### src/rtl/prog_launcher_pkg.sv
// Shared types and defaults for the program launcher front-end.
// The state encoding and the load-counter sizing rule live here.
package prog_launcher_pkg;

    typedef enum logic [1:0] {
        ST_IDLE   = 2'd0,
        ST_LOAD   = 2'd1,
        ST_RUN    = 2'd2,
        ST_FINISH = 2'd3
    } state_t;

    localparam int DEF_AW      = 8;
    localparam int DEF_N_LOAD  = 32;
    localparam int DEF_CW      = 16;
    localparam int DEF_TIMEOUT = 4000;

    // One extra bit so a full 2^AW load does not alias back to zero.
    function automatic int lcnt_w(input int aw);
        return aw + 1;
    endfunction

endpackage

### src/rtl/prog_launcher.sv
// Load-and-run sequencer: holds the core in reset while operand bytes stream into
// data memory, releases it, then times the run until done or timeout.
module prog_launcher
    import prog_launcher_pkg::*;
#(
    parameter int AW      = DEF_AW,
    parameter int N_LOAD  = DEF_N_LOAD,
    parameter int CW      = DEF_CW,
    parameter int TIMEOUT = DEF_TIMEOUT
) (
    input  logic          clk,
    input  logic          reset,
    input  logic          start,
    input  logic          in_valid,
    input  logic [7:0]    in_data,
    output logic          in_ready,
    output logic          dm_wr_en,
    output logic [AW-1:0] dm_addr,
    output logic [7:0]    dm_wr_dat,
    output logic          core_reset,
    input  logic          core_done,
    output logic          busy,
    output logic          finished,
    output logic          timeout,
    output logic [CW-1:0] cycles
);

    localparam int LW = lcnt_w(AW);

    state_t          r_state;
    logic [LW-1:0]   r_lcnt;
    logic [CW-1:0]   r_ccnt;
    logic [CW-1:0]   r_cycles;
    logic            r_timeout;
    logic            w_load;
    logic            w_accept;

    assign w_load   = (r_state == ST_LOAD);
    assign w_accept = w_load & in_valid;

    // Write port is combinational so each accepted byte lands in the same cycle;
    // address and data are gated to zero outside LOAD.
    assign in_ready   = w_load;
    assign dm_wr_en   = w_accept;
    assign dm_addr    = w_load ? r_lcnt[AW-1:0] : '0;
    assign dm_wr_dat  = w_load ? in_data : 8'd0;
    assign core_reset = (r_state != ST_RUN);
    assign busy       = w_load | (r_state == ST_RUN);
    assign finished   = (r_state == ST_FINISH);
    assign timeout    = r_timeout;
    assign cycles     = r_cycles;

    always_ff @(posedge clk) begin
        if (reset) begin
            r_state   <= ST_IDLE;
            r_lcnt    <= '0;
            r_ccnt    <= '0;
            r_cycles  <= '0;
            r_timeout <= 1'b0;
        end else begin
            case (r_state)
                ST_IDLE, ST_FINISH: begin
                    if (start) begin
                        r_state   <= ST_LOAD;
                        r_lcnt    <= '0;
                        r_cycles  <= '0;
                        r_timeout <= 1'b0;
                    end
                end
                ST_LOAD: begin
                    if (w_accept) begin
                        r_lcnt <= r_lcnt + 1'b1;
                        if (r_lcnt == LW'(N_LOAD - 1)) begin
                            r_state <= ST_RUN;
                            r_ccnt  <= '0;
                        end
                    end
                end
                ST_RUN: begin
                    // Done wins over timeout when both land in the same cycle.
                    if (core_done) begin
                        r_cycles <= r_ccnt;
                        r_state  <= ST_FINISH;
                    end else if (r_ccnt == CW'(TIMEOUT - 1)) begin
                        r_cycles  <= CW'(TIMEOUT);
                        r_timeout <= 1'b1;
                        r_state   <= ST_FINISH;
                    end else begin
                        r_ccnt <= r_ccnt + 1'b1;
                    end
                end
                default: r_state <= ST_IDLE;
            endcase
        end
    end

endmodule

### config.mk
export PLATFORM = sky130hd
export DESIGN_NAME = prog_launcher
export DESIGN_NICKNAME = d
export VERILOG_FILES = /design/src/rtl/prog_launcher_pkg.sv /design/src/rtl/prog_launcher.sv
export SDC_FILE = /design/constraint.sdc
export NUM_CORES = 1
export LEC_CHECK = 0
export ABC_CLOCK_PERIOD_IN_PS = 2800
export BUFFER_PORTS_ARGS = -buffer_cell sky130_fd_sc_hd__buf_2
export CAP_MARGIN = 20
export CORE_UTILIZATION = 55
export CTS_CLUSTER_DIAMETER = 80
export DETAILED_ROUTE_END_ITERATION = 6
export GPL_ROUTABILITY_DRIVEN = 0
export PLACE_DENSITY = 0.8
export SLEW_MARGIN = 20
export SYNTH_ARGS = -nofsm -noshare
export SYNTH_HDL_FRONTEND = slang
export SYNTH_SLANG_ARGS = --single-unit
### constraint.sdc
create_clock -name clk -period 2.8 [get_ports clk]
set_input_delay 0.56 -clock clk [delete_from_list [all_inputs] [get_ports clk]]
set_output_delay 0.56 -clock clk [all_outputs]
set_load 0.02 [all_outputs]
# [Word level (Yosys, flattened, before mapping)]
# Index checks and enable logic that the tools add are counted.
[word_totals] elab_cells=56 mem_count=0 in_bits=13 romBits=0 latchBits=0 ram_bits=0 reg_bits=44
[op_classes] addsub=2 order_cmp=0 div_mod_pow=0 n_bitwise=2 n_shift=0 mul=0 eq_ne=13 reduce_logical=10 muxes=24
[op_table] cell="two-way mux 16 bit" count=7
[op_table] cell="one-hot mux 16 bit (2 select lines)" count=2
[op_table] cell="two-way mux 9 bit" count=2
[op_table] cell="one-hot mux 9 bit (2 select lines)" count=1
[op_table] cell="adder 16 x 1 -> 16 bit, second input constant" count=1
[op_table] cell="== test 16 x 12 -> 1 bit, second input constant" count=1
[op_table] cell="two-way mux 8 bit" count=2
[op_table] cell="two-way mux 2 bit" count=5
[op_table] cell="!= test 2 bit, second input constant" count=5
[op_table] cell="adder 9 x 1 -> 9 bit, second input constant" count=1
[op_table] cell="== test 9 x 5 -> 1 bit, second input constant" count=1
[op_table] cell="AND reduction 4 bit" count=2
[op_table] cell="one-hot mux 2 bit (3 select lines)" count=1
[op_table] cell="AND reduction 3 bit" count=2
[op_table] cell="nonzero test 2 bit" count=3
[op_table] cell="AND reduction 5 bit" count=1
[op_table] cell="== test 2 bit, second input constant" count=2
[op_table] cell="!= test 2 x 1 -> 1 bit, second input constant" count=2
[op_table] cell="two-way mux 1 bit" count=3
[op_table] cell="!= test 3 x 2 -> 1 bit, second input constant" count=1
[op_table] cell="== test 2 x 1 -> 1 bit, second input constant" count=1
[op_table] cell="zero test 2 bit" count=1
[op_table] cell="one-hot mux 1 bit (2 select lines)" count=1
[op_table] cell="OR reduction 2 bit" count=1
[op_table] cell="2 further kinds" count=2

# [Logic depth before layout (Yosys ltp)]
# Gate-level depths: netlist of run 1.
[depth] ltp_word=4 mapped_depth=8 depth_no_buf=6

# [Worst setup path before layout of run 1]
# OpenSTA, ideal clock, no wires.
[synth_timing] path_type="reg2reg" startpoint="reg r_state[1]" endpoint="reg r_ccnt[6]" path_stages_with_launch=9 arrival_ns=1.979 setup_slack_ns=0.705 setup_ns=0.116 cell_sequence="dfxtp_1 -> inv_1 -> ha_1 -> clkbuf_1 -> nor2b_1 -> a41oi_1 -> clkbuf_1 -> a211oi_1 -> o211a_1"
[synth_between] elab_chain_len=4 word_cells_on_any_way=10 cone_classes="eq/ne: 6; mux: 1; bitwise: 1; reduce/logical: 2"
[synth_lines] element="from (decl)" line="prog_launcher.sv:30" rtl="state_t r_state;"
[synth_lines] element="from (signal assigned)" line="prog_launcher.sv:55" rtl="r_state <= ST_IDLE;"
[synth_lines] element="from (signal assigned)" line="prog_launcher.sv:64" rtl="r_state <= ST_LOAD;"
[synth_lines] element="from (signal assigned)" line="prog_launcher.sv:74" rtl="r_state <= ST_RUN;"
[synth_lines] element="== test 2 x 1 -> 1 bit (*)" line="prog_launcher.sv:38" rtl="assign w_load = (r_state == ST_LOAD);"
[synth_lines] element="via in_ready" line="prog_launcher.sv:16" rtl="output logic in_ready,"
[synth_lines] element="bitwise AND 1 bit" line="prog_launcher.sv:39" rtl="assign w_accept = w_load & in_valid;"
[synth_lines] element="!= test 2 bit (no line)"
[synth_lines] element="AND reduction 5 bit (no line)"
[synth_lines] element="to (signal assigned)" line="prog_launcher.sv:89" rtl="r_ccnt <= r_ccnt + 1'b1;"
[synth_lines] element="to (decl)" line="prog_launcher.sv:32" rtl="logic [CW-1:0] r_ccnt;"
# Mark *: on every way through the listed nets, which the timed path passes. The rest lies on a longest branch.
# A chain may end at the register's enable or synchronous reset.

# [Worst setup path after layout of run 1]
[layout_timing] startpoint="reg r_ccnt[11]" endpoint="reg r_cycles[13] (netlist: cycles[13])"
[layout_between] elab_chain_len=3
[layout_lines] element="== test 16 x 12 -> 1 bit" line="prog_launcher.sv:84" rtl="end else if (r_ccnt == CW'(TIMEOUT - 1)) begin"
[layout_lines] element="!= test 3 x 2 -> 1 bit (no line)"
[layout_lines] element="AND reduction 3 bit (no line)"
[layout_lines] element="to (signal assigned)" line="prog_launcher.sv:82" rtl="r_cycles <= r_ccnt;"
[layout_lines] element="to (signal assigned)" line="prog_launcher.sv:85" rtl="r_cycles <= CW'(TIMEOUT);"
[layout_lines] element="to (decl)" line="prog_launcher.sv:33" rtl="logic [CW-1:0] r_cycles;"
# No other way between the ends.

==> summary.txt, run 1 <==
Status
  – Outcome: complete, no violations

Clock tree
  – Htree depth: 2
  – Root buffer cell: clkbuf_8
  – Bufs on Longest Clock Path: 2
  – Post-CTS setup buffer count: 0
  – Post-CTS resize count: 0
  – CTS tree: built
  – Worst skew pair latency: 300 ps
  – Clk sinks: 44
  – Num CTS Buffers: 5
  – Worst-path clk slew: ~90 ps
  – Cts hold-fix bufs: 0

Floorplan
  – Die X: 70.4 um
  – Core Region: about 4400 um^2
  – Chip height: between 70 and 80 um
  – I/O pin count: a little over 50
  – Site row count: 24
  – Starting Density: roughly three fifths
  – Die area: between 4000 and 5000 um^2

Detailed routing
  – Residual DRC: 0
  – Number of DRC markers in iteration 0: 180
  – Antenna viol nets, final: 0
  – Routed via count: between 2000 and 3000
  – Vias per inst: between 6 and 7
  – Post-DR wirelength/cell: roughly 15 um
  – Routed wire length: a little over 6000 um
  – Router iterations before antenna repair: 4

Power and ir drop
  – Sw Share: approximately two fifths
  – Worst VDD drop: 417 uV
  – PD cells: around 680 nW/um^2
  – Reg power frac: 32.8%
  – Combinational share of power: 42.7%
  – Switch Pwr: between 0.0008 and 0.0009 W
  – Clk network pwr share: ~25%
  – Cell internal pwr: around 0.0012 W
  – LEAKAGE: roughly 1.2 nW

Synth
  – Synth unique cells: 55
  – Seq/Total Area, Yosys: between 30% and 40%
  – Mean cell area of the mapped netlist: slightly above 8 um^2
  – Gate Count Post-Synth: between 300 and 400
  – Main synth FF type: dfxtp_1
  – Yosys reg bits: 44
  – Post-synth ARST share: 0%
  – YS warnings: 0
  – Syn Nets: roughly 330
  – Post-synth EDFFs: 0
  – Mapped Area: 2570 um^2

Cells and area
  – Multi-input logic area: 1570 um^2
  – Fill cells: 369
  – Nets: roughly 380
  – Share of cells above drive strength 1: 21.4%
  – Ant diodes: 0
  – Final Cell Area: 2980 um^2
  – Util after Layout: around two thirds
  – Layout area overhead: 15.8%
  – Sequential cell area: 881 um^2

Global routing
  – Total track usage: about a quarter
  – Overflow after GRT: 0
  – Vias in the first global route: 2101
  – First-pass GRT wire length: a little over 10000 um
  – Antenna violations before repair: 0
  – Largest net degree at the start of global routing: 43

Worst setup path
  – RR Startpoint: r_ccnt[11]$_SDFFE_PP0P_
  – Critical path required time: between 2000 and 3000 ps
  – CP Class: reg2reg
  – CP delay by family, top: compound AO/OA/AOI/OAI gates
  – Max incr delay on CP: 650 ps
  – CP cell instances: nor4bb_1, a41oi_1, a21oi_1, o21ai_0
  – R2R setup slack: approximately 400 ps
  – CP Data Arrival Time: roughly 2600 ps
  – Max Fanout on Critical Path: 10
  – CP startpoint kind: flop
  – Worst setup EP type: flop
  – Critical path's slowest cell: a21oi_1
  – Beginning of the critical path: r_ccnt[11]$_SDFFE_PP0P_
  – CP bufs+invs: 0

Min path
  – Hold Crit Class: reg2reg
  – Worst hold start: cycles[1]$_SDFFE_PP0P_

Timing
  – Actual slew at the worst max-slew pin: about 710 ps
  – Setup tns final: 0 ps
  – Clk_skew: just under 5 ps
  – Fin crit period: 2400 ps
  – Final setup fails: 0
  – Final Cycle Share: a little under nine tenths
  – RSZ-0062 raised after global routing: no
  – Worst relative slew slack: around 53%
  – Final hold vios: 0
  – Fin. max-slew vios: 0
  – Hold slack final: 473 ps
  – Max Freq: ~420 MHz

Placed design
  – Post-DP Area: 2860 um^2
  – Port buffer count: 50
  – Sum of net half-perimeters after detailed placement: 4270 um

Run
  – Maxcap violations: 0
-- registers in the layout, indices dropped and copies added, names as in the netlist --
register	cells
timeout	1
r_ccnt	16
cycles	16
r_lcnt	9
r_state	2
-- logic make-up after synthesis --
logic type | after synthesis | synth area share [%]
compound gates | 75 | 21.5
xor+xnor | 5 | 1.70
buf+inv | 31 | 4.72
fa+ha+maj | 6 | 2.92
flops | 44 | 34.2
mux | 5 | 1.99
simple gates | 148 | 33.0
-- stage by stage --
stage / setup WS [ps] / cells / total power (W)
3_5_place_dp: 415 / 403 / 0.00154
2_1_floorplan: 705 / 314 / 0.00129
4_1_cts: 408 / 411 / 0.00204
5_1_grt: 200 / 411 / 0.00215
3_3_place_gp: 530 / 403 / 0.00152
6_report: 401 / 411 / 0.00204
-- routing by layer --
layer | up-vias | global-route usage (%) | wire (um)
li1 | 1260 | - | -
met3 | 7 | 5.34 | 434
met4 | 0 | 8.67 | 80
met5 | - | 0 | 0
met2 | 99 | 39.2 | 2780
met1 | 1159 | 35.0 | 2820
-- synthesized netlist by cell type, drive strengths merged, types with 3 or more instances --
| cell | instances | area [um^2] |
|---|---|---|
| a211oi | 3 | 22.5 |
| a21oi | 8 | 40.0 |
| a31oi | 10 | 62.6 |
| a41oi | 5 | 43.8 |
| and2 | 18 | 114 |
| and3 | 3 | 18.8 |
| buf | 4 | 20.0 |
| clkbuf | 16 | 60.1 |
| dfxtp | 44 | 881 |
| ha | 6 | 75.1 |
| inv | 10 | 37.5 |
| mux2i | 4 | 40.0 |
| nand2 | 23 | 86.3 |
| nand2b | 18 | 113 |
| nand3 | 13 | 65.1 |
| nand3b | 4 | 30.0 |
| nand4 | 17 | 106 |
| nor2 | 16 | 60.1 |
| nor2b | 7 | 43.8 |
| nor3 | 4 | 20.0 |
| nor4 | 6 | 37.5 |
| o2111ai | 6 | 52.6 |
| o211ai | 6 | 50.1 |
| o21ai | 15 | 75.1 |
| o311ai | 4 | 35.0 |
| or3 | 4 | 25.0 |
| or4 | 3 | 26.3 |
| xnor2 | 5 | 43.8 |
-- cell usage in the layout, fill, tap and decap left out, drive strengths merged, types with 7 or more instances in the layout --
| cell type | netlist | layout |
|---|---|---|
| nor2b | 7 | 7 |
| nand3 | 13 | 13 |
| nor2 | 16 | 16 |
| a21oi | 8 | 8 |
| inv | 10 | 11 |
| buf | 4 | 57 |
| o21ai | 15 | 15 |
| a31oi | 10 | 10 |
| nand2b | 18 | 18 |
| nand2 | 23 | 23 |
| nand4 | 17 | 17 |
| and2 | 18 | 18 |
| dfxtp | 44 | 44 |
-- power groups by stage --
stage | combinational [W] | sequential [W] | clock (W)
after floorplan | 0.000600 | 0.000685 | 0
after global placement | 0.000841 | 0.000683 | 0
after detailed placement | 0.000860 | 0.000683 | 0
after CTS | 0.000860 | 0.000669 | 0.000512
after global routing | 0.000947 | 0.000672 | 0.000535
final | 0.000870 | 0.000668 | 0.000500
-- area by class of cell --
type	count	share of cell area, %
inverters	11	1.39
multi-input cells	239	52.8
clock inverters	3	1.55
repair buffers	57	10.2
flip-flops and latches	44	29.6
clock buffers	5	2.31
well taps	52	2.18
-- worst register-to-register path: stages (launching register included) --
cell and delay (ps):
dfxtp_1 460, nor4bb_1 490, a41oi_1 430, a21oi_1 650, o21ai_0 220
-- worst paths after layout --
check                             to  cells past startpoint
max reg2reg  cycles[13]$_SDFFE_PP0P_                      4
min           cycles[1]$_SDFFE_PP0P_                      2
min reg2reg   cycles[1]$_SDFFE_PP0P_                      2
max          cycles[13]$_SDFFE_PP0P_                      4
Note: power is estimated with default switching activity, not from simulation.
==> run 2: changes to the inputs <==
--- a/config.mk
+++ b/config.mk
@@ -8,11 +8,13 @@
 export ABC_CLOCK_PERIOD_IN_PS = 2800
 export BUFFER_PORTS_ARGS = -buffer_cell sky130_fd_sc_hd__buf_2
 export CAP_MARGIN = 20
-export CORE_UTILIZATION = 55
+export CELL_PAD_IN_SITES_DETAIL_PLACEMENT = 0
+export CELL_PAD_IN_SITES_GLOBAL_PLACEMENT = 2
+export CORE_UTILIZATION = 32
 export CTS_CLUSTER_DIAMETER = 80
 export DETAILED_ROUTE_END_ITERATION = 6
 export GPL_ROUTABILITY_DRIVEN = 0
-export PLACE_DENSITY = 0.8
+export PLACE_DENSITY_LB_ADDON = 0.1
 export SLEW_MARGIN = 20
 export SYNTH_ARGS = -nofsm -noshare
 export SYNTH_HDL_FRONTEND = slang
==> summary.txt, run 2 (synthesized netlist as in run 1, its figures left out) <==
Global routing
  – Antenna violations before repair: 0
  – Total track usage: 19.1%
  – First-pass GRT wire length: around 13000 um
  – Overflow after GRT: 0
  – Vias in the first global route: ~2400
  – Largest net degree at the start of global routing: 30

Run
  – Maxcap violations: 0

Clock tree
  – Cts hold-fix bufs: 0
  – CTS tree: built
  – Worst-path clk slew: around 80 ps
  – Num CTS Buffers: 5
  – Worst skew pair latency: 290 ps
  – Clk sinks: 44
  – Post-CTS resize count: 0
  – Bufs on Longest Clock Path: 2
  – Post-CTS setup buffer count: 0
  – Root buffer cell: clkbuf_8
  – Htree depth: 2

Worst setup path
  – CP Class: reg2reg
  – Max Fanout on Critical Path: 10
  – CP Data Arrival Time: between 2000 and 3000 ps
  – Critical path required time: approximately 3000 ps
  – Worst setup EP type: flop
  – CP startpoint kind: flop
  – Worst R2R Path Depth: 6

Timing
  – Final hold vios: 0
  – Final setup fails: 0
  – Clk_skew: ~4.5 ps
  – RSZ-0062 raised after global routing: no
  – Final Cycle Share: roughly 85%
  – Setup tns final: 0 ps
  – Fin crit period: around 2400 ps
  – Actual slew at the worst max-slew pin: 719 ps
  – Worst relative slew slack: about 52%
  – Fin. max-slew vios: 0
  – Max Freq: between 400 and 500 MHz

Floorplan
  – Chip height: 91.7 um
  – Site row count: 32
  – Starting Density: about a third
  – I/O pin count: 51
  – Die X: between 90 and 100 um
  – Die area: around 8400 um^2
  – Core Region: slightly below 8000 um^2

Cells and area
  – Util after Layout: approximately two fifths
  – Layout Cells excl Fill: 464
  – Leading cell type in the layout, fill and taps excluded: buf_2
  – Ant diodes: 0
  – Final Cell Area: just over 3000 um^2
  – Share of cells above drive strength 1: 22.1%
  – Layout area overhead: 18.0%
  – Nets: around 380
  – Most frequent cells in the layout: 50 x buf_2, 44 x dfxtp_1, 23 x nand2_1

Power and ir drop
  – PD cells: about 650 nW/um^2
  – LEAKAGE: 1.16 nW
  – Worst VDD drop: ~210 uV

Min path
  – Hold Crit Class: reg2reg
  – Min-Delay Path Depth: 2

Detailed routing
  – Antenna viol nets, final: 0
  – Number of DRC markers in iteration 0: between 100 and 150
  – Residual DRC: 0
  – Post-DR wirelength/cell: approximately 16 um
  – Router iterations before antenna repair: 4
  – Routed via count: ~2500
  – Routed wire length: about 7600 um
  – Vias per inst: around 5.4

Status
  – Outcome: complete, no violations

Placed design
  – Placed Cells incl. Taps: roughly 460
  – Post-DP Area: between 2000 and 3000 um^2
  – Sum of net half-perimeters after detailed placement: about 5200 um
  – Port buffer count: 50
-- run 2: cell type report --
type	instances	area (um^2)
Clock inverter	1	5.00
Inverter	11	41.3
Tap cell	102	128
Fill cell	848	4730
Clock buffer	6	72.6
Multi-Input combinational cell	239	1580
Timing Repair Buffer	61	333
Sequential cell	44	881
-- run 2: power breakdown --
part           leakage (nW)  switching (W)  total [W]  internal (W)
sequential            0.355      0.0000219   0.000670      0.000648
combinational         0.759       0.000633   0.000913      0.000280
clock                0.0410       0.000217   0.000387      0.000170
total                  1.16       0.000872    0.00197       0.00110
-- run 2: metal layers --
layer | vias up | global-route usage (%) | part of all wire, %
met2 | 56 | 30.5 | 45
met4 | 0 | 4.37 | 0.76
met5 | - | 0 | 0
li1 | 1261 | - | -
met1 | 1171 | 27.0 | 51
met3 | 5 | 2.65 | 3.3
-- run 2: worst paths after layout --
path / start / end / slack [ps]
worst max-delay path: r_state[0]$_SDFFE_PP0P_ / cycles[0]$_SDFFE_PP0P_ / 430
worst min register to register: cycles[2]$_SDFFE_PP0P_ / cycles[2]$_SDFFE_PP0P_ / 480
worst max register to register: r_state[0]$_SDFFE_PP0P_ / cycles[0]$_SDFFE_PP0P_ / 430
worst min-delay path: cycles[2]$_SDFFE_PP0P_ / cycles[2]$_SDFFE_PP0P_ / 480
-- run 2: worst max-delay path, stage by stage (launching register included) --
cell     delay (ps)
dfxtp_1         390
inv_1            80
ha_1            360
nor2b_1         230
or2_2           390
a21oi_1         580
o21ai_0         200
-- run 2: stage by stage --
stage          setup slack [ps]  hold slack (ps)  power [W]
3_3_place_gp                409              459    0.00160
5_1_grt                     175              505    0.00210
6_report                    428              477    0.00197
3_5_place_dp                326              463    0.00161
2_1_floorplan               705              456    0.00129
4_1_cts                     299              477    0.00200
==> run 3: changes to the inputs <==
--- a/config.mk
+++ b/config.mk
@@ -5,12 +5,12 @@
 export SDC_FILE = /design/constraint.sdc
 export NUM_CORES = 1
 export LEC_CHECK = 0
-export ABC_CLOCK_PERIOD_IN_PS = 2800
+export ABC_CLOCK_PERIOD_IN_PS = 2100
 export BUFFER_PORTS_ARGS = -buffer_cell sky130_fd_sc_hd__buf_2
 export CAP_MARGIN = 20
 export CELL_PAD_IN_SITES_DETAIL_PLACEMENT = 0
 export CELL_PAD_IN_SITES_GLOBAL_PLACEMENT = 2
-export CORE_UTILIZATION = 32
+export CORE_UTILIZATION = 29
 export CTS_CLUSTER_DIAMETER = 80
 export DETAILED_ROUTE_END_ITERATION = 6
 export GPL_ROUTABILITY_DRIVEN = 0
==> constraint.sdc (replaced) <==
create_clock -name clk -period 2.1 [get_ports clk]
set_input_delay 0.42 -clock clk [delete_from_list [all_inputs] [get_ports clk]]
set_output_delay 0.42 -clock clk [all_outputs]
set_load 0.02 [all_outputs]
==> summary.txt, run 3 (synthesized netlist as in run 1, its figures left out) <==
Worst setup path
  – Max Fanout on Critical Path: 4
  – Critical path required time: around 2300 ps
  – CP startpoint kind: flop
  – Worst R2R Path Depth: 6
  – CP Class: reg2reg
  – Worst setup EP type: flop
  – CP Data Arrival Time: about 2200 ps

Placed design
  – Sum of net half-perimeters after detailed placement: 5890 um
  – Post-DP Area: ~3200 um^2
  – Port buffer count: 50
  – Pre-CTS setup slack: roughly 23 ps

Clock tree
  – Num CTS Buffers: 5
  – CTS tree: built
  – Htree depth: 2
  – Worst-path clk slew: approximately 80 ps
  – Root buffer cell: clkbuf_8
  – Bufs on Longest Clock Path: 2
  – Cts hold-fix bufs: 0
  – Worst skew pair latency: 300 ps
  – Clk sinks: 44

Floorplan
  – Chip height: 96.2 um
  – Core Region: around 8600 um^2
  – Starting Density: slightly below 30%
  – Die X: between 90 and 100 um
  – Die area: 9260 um^2
  – I/O pin count: 51
  – Site row count: 34

Timing
  – Final hold vios: 0
  – Actual slew at the worst max-slew pin: around 540 ps
  – Clk_skew: 8.14 ps
  – Final Worst Setup Slack: ~120 ps
  – Final Cycle Share: between 90% and 100%
  – Max Freq: approximately 510 MHz
  – Worst relative slew slack: a little under two thirds
  – Fin. max-slew vios: 0
  – Fin crit period: 1980 ps
  – Setup tns final: 0 ps
  – RSZ-0062 raised after global routing: no
  – Final setup fails: 0

Cells and area
  – Most frequent cells in the layout: 50 x buf_2, 46 x buf_4, 44 x dfxtp_1
  – Leading cell type in the layout, fill and taps excluded: buf_2
  – Ant diodes: 0
  – Final Cell Area: between 3000 and 4000 um^2
  – Layout area overhead: 30.2%
  – Sequential cell area: between 800 and 900 um^2
  – Multi-input logic area: between 1500 and 2000 um^2
  – Fill cells: approximately 950
  – Nets: between 400 and 500
  – Util after Layout: between 30% and 40%
  – Share of cells above drive strength 1: 29.4%

Status
  – Outcome: complete, no violations

Global routing
  – Antenna violations before repair: 0
  – Total track usage: between 10% and 20%
  – Overflow after GRT: 0
  – First-pass GRT wire length: between 10000 and 15000 um
  – Vias in the first global route: 2438
  – Largest net degree at the start of global routing: 25

Run
  – Maxcap violations: 0

Detailed routing
  – Router iterations before antenna repair: 6
  – Number of DRC markers in iteration 0: just under 100
  – Vias per inst: between 5 and 6
  – Antenna viol nets, final: 0
  – Routed wire length: 8010 um
  – Routed via count: between 2000 and 3000
  – Residual DRC: 0
  – Post-DR wirelength/cell: around 16 um

Min path
  – Hold Crit Class: reg2reg
  – Min-Delay Path Depth: 2

Power and ir drop
  – LEAKAGE: about 1.3 nW
  – PD cells: ~850 nW/um^2
  – Worst VDD drop: 340 uV
[run 3: cell count changes in the layout (fill, tap and decap cells not counted), sizes merged]
cell,change
clkinv,-1
clkbuf,+2
buf,+35
[run 3: final timing paths]
path	from	end	slack, ps
hold / removal	cycles[6]$_SDFFE_PP0P_	cycles[6]$_SDFFE_PP0P_	470
hold reg to reg	cycles[6]$_SDFFE_PP0P_	cycles[6]$_SDFFE_PP0P_	470
setup / recovery	r_state[0]$_SDFFE_PP0P_	r_lcnt[5]$_SDFFE_PP0P_	120
setup reg to reg	r_state[0]$_SDFFE_PP0P_	r_lcnt[5]$_SDFFE_PP0P_	120
[run 3: report_power, final]
part           internal (W)  total [W]  switching, W
Clock              0.000269   0.000566      0.000297
Sequential         0.000864   0.000886     0.0000216
Combinational      0.000510    0.00140      0.000889
Total               0.00164    0.00285       0.00121
[run 3: layer usage]
layer / routed length (um) / GRT usage [%]
met1: 3930 / 22.9
met5: 0 / 0
met3: 284 / 2.84
met4: 52 / 4.98
met2: 3740 / 31.0
[run 3: critical path, stage by stage, from the launching register on]
cell	delay, ps
dfxtp_1	330
inv_1	50
ha_1	350
mux2i_1	170
or4_4	550
or3_1	320
a21oi_1	140
[run 3: layout make-up]
cell class	count	share of cell area [%]
Inverter	11	1.23
Sequential cell	44	26.3
Timing Repair Buffer	96	17.8
Multi-Input combinational cell	239	48.0
Tap cell	108	4.03
Clock buffer	8	2.69
[run 3: stage by stage]
step                total power (W)  hold slack [ps]  std cells
floorplan                   0.00171              456        314
global placement            0.00230              462        498
detailed placement          0.00230              463        498
CTS                         0.00289              480        506
global route                0.00305              488        506
finish                      0.00285              474        506
[run 3: timing repair]
item                       in CTS  in global routing
resized for setup               1                  5
setup buffers                   0                  0
setup endpoints to repair       1                  5
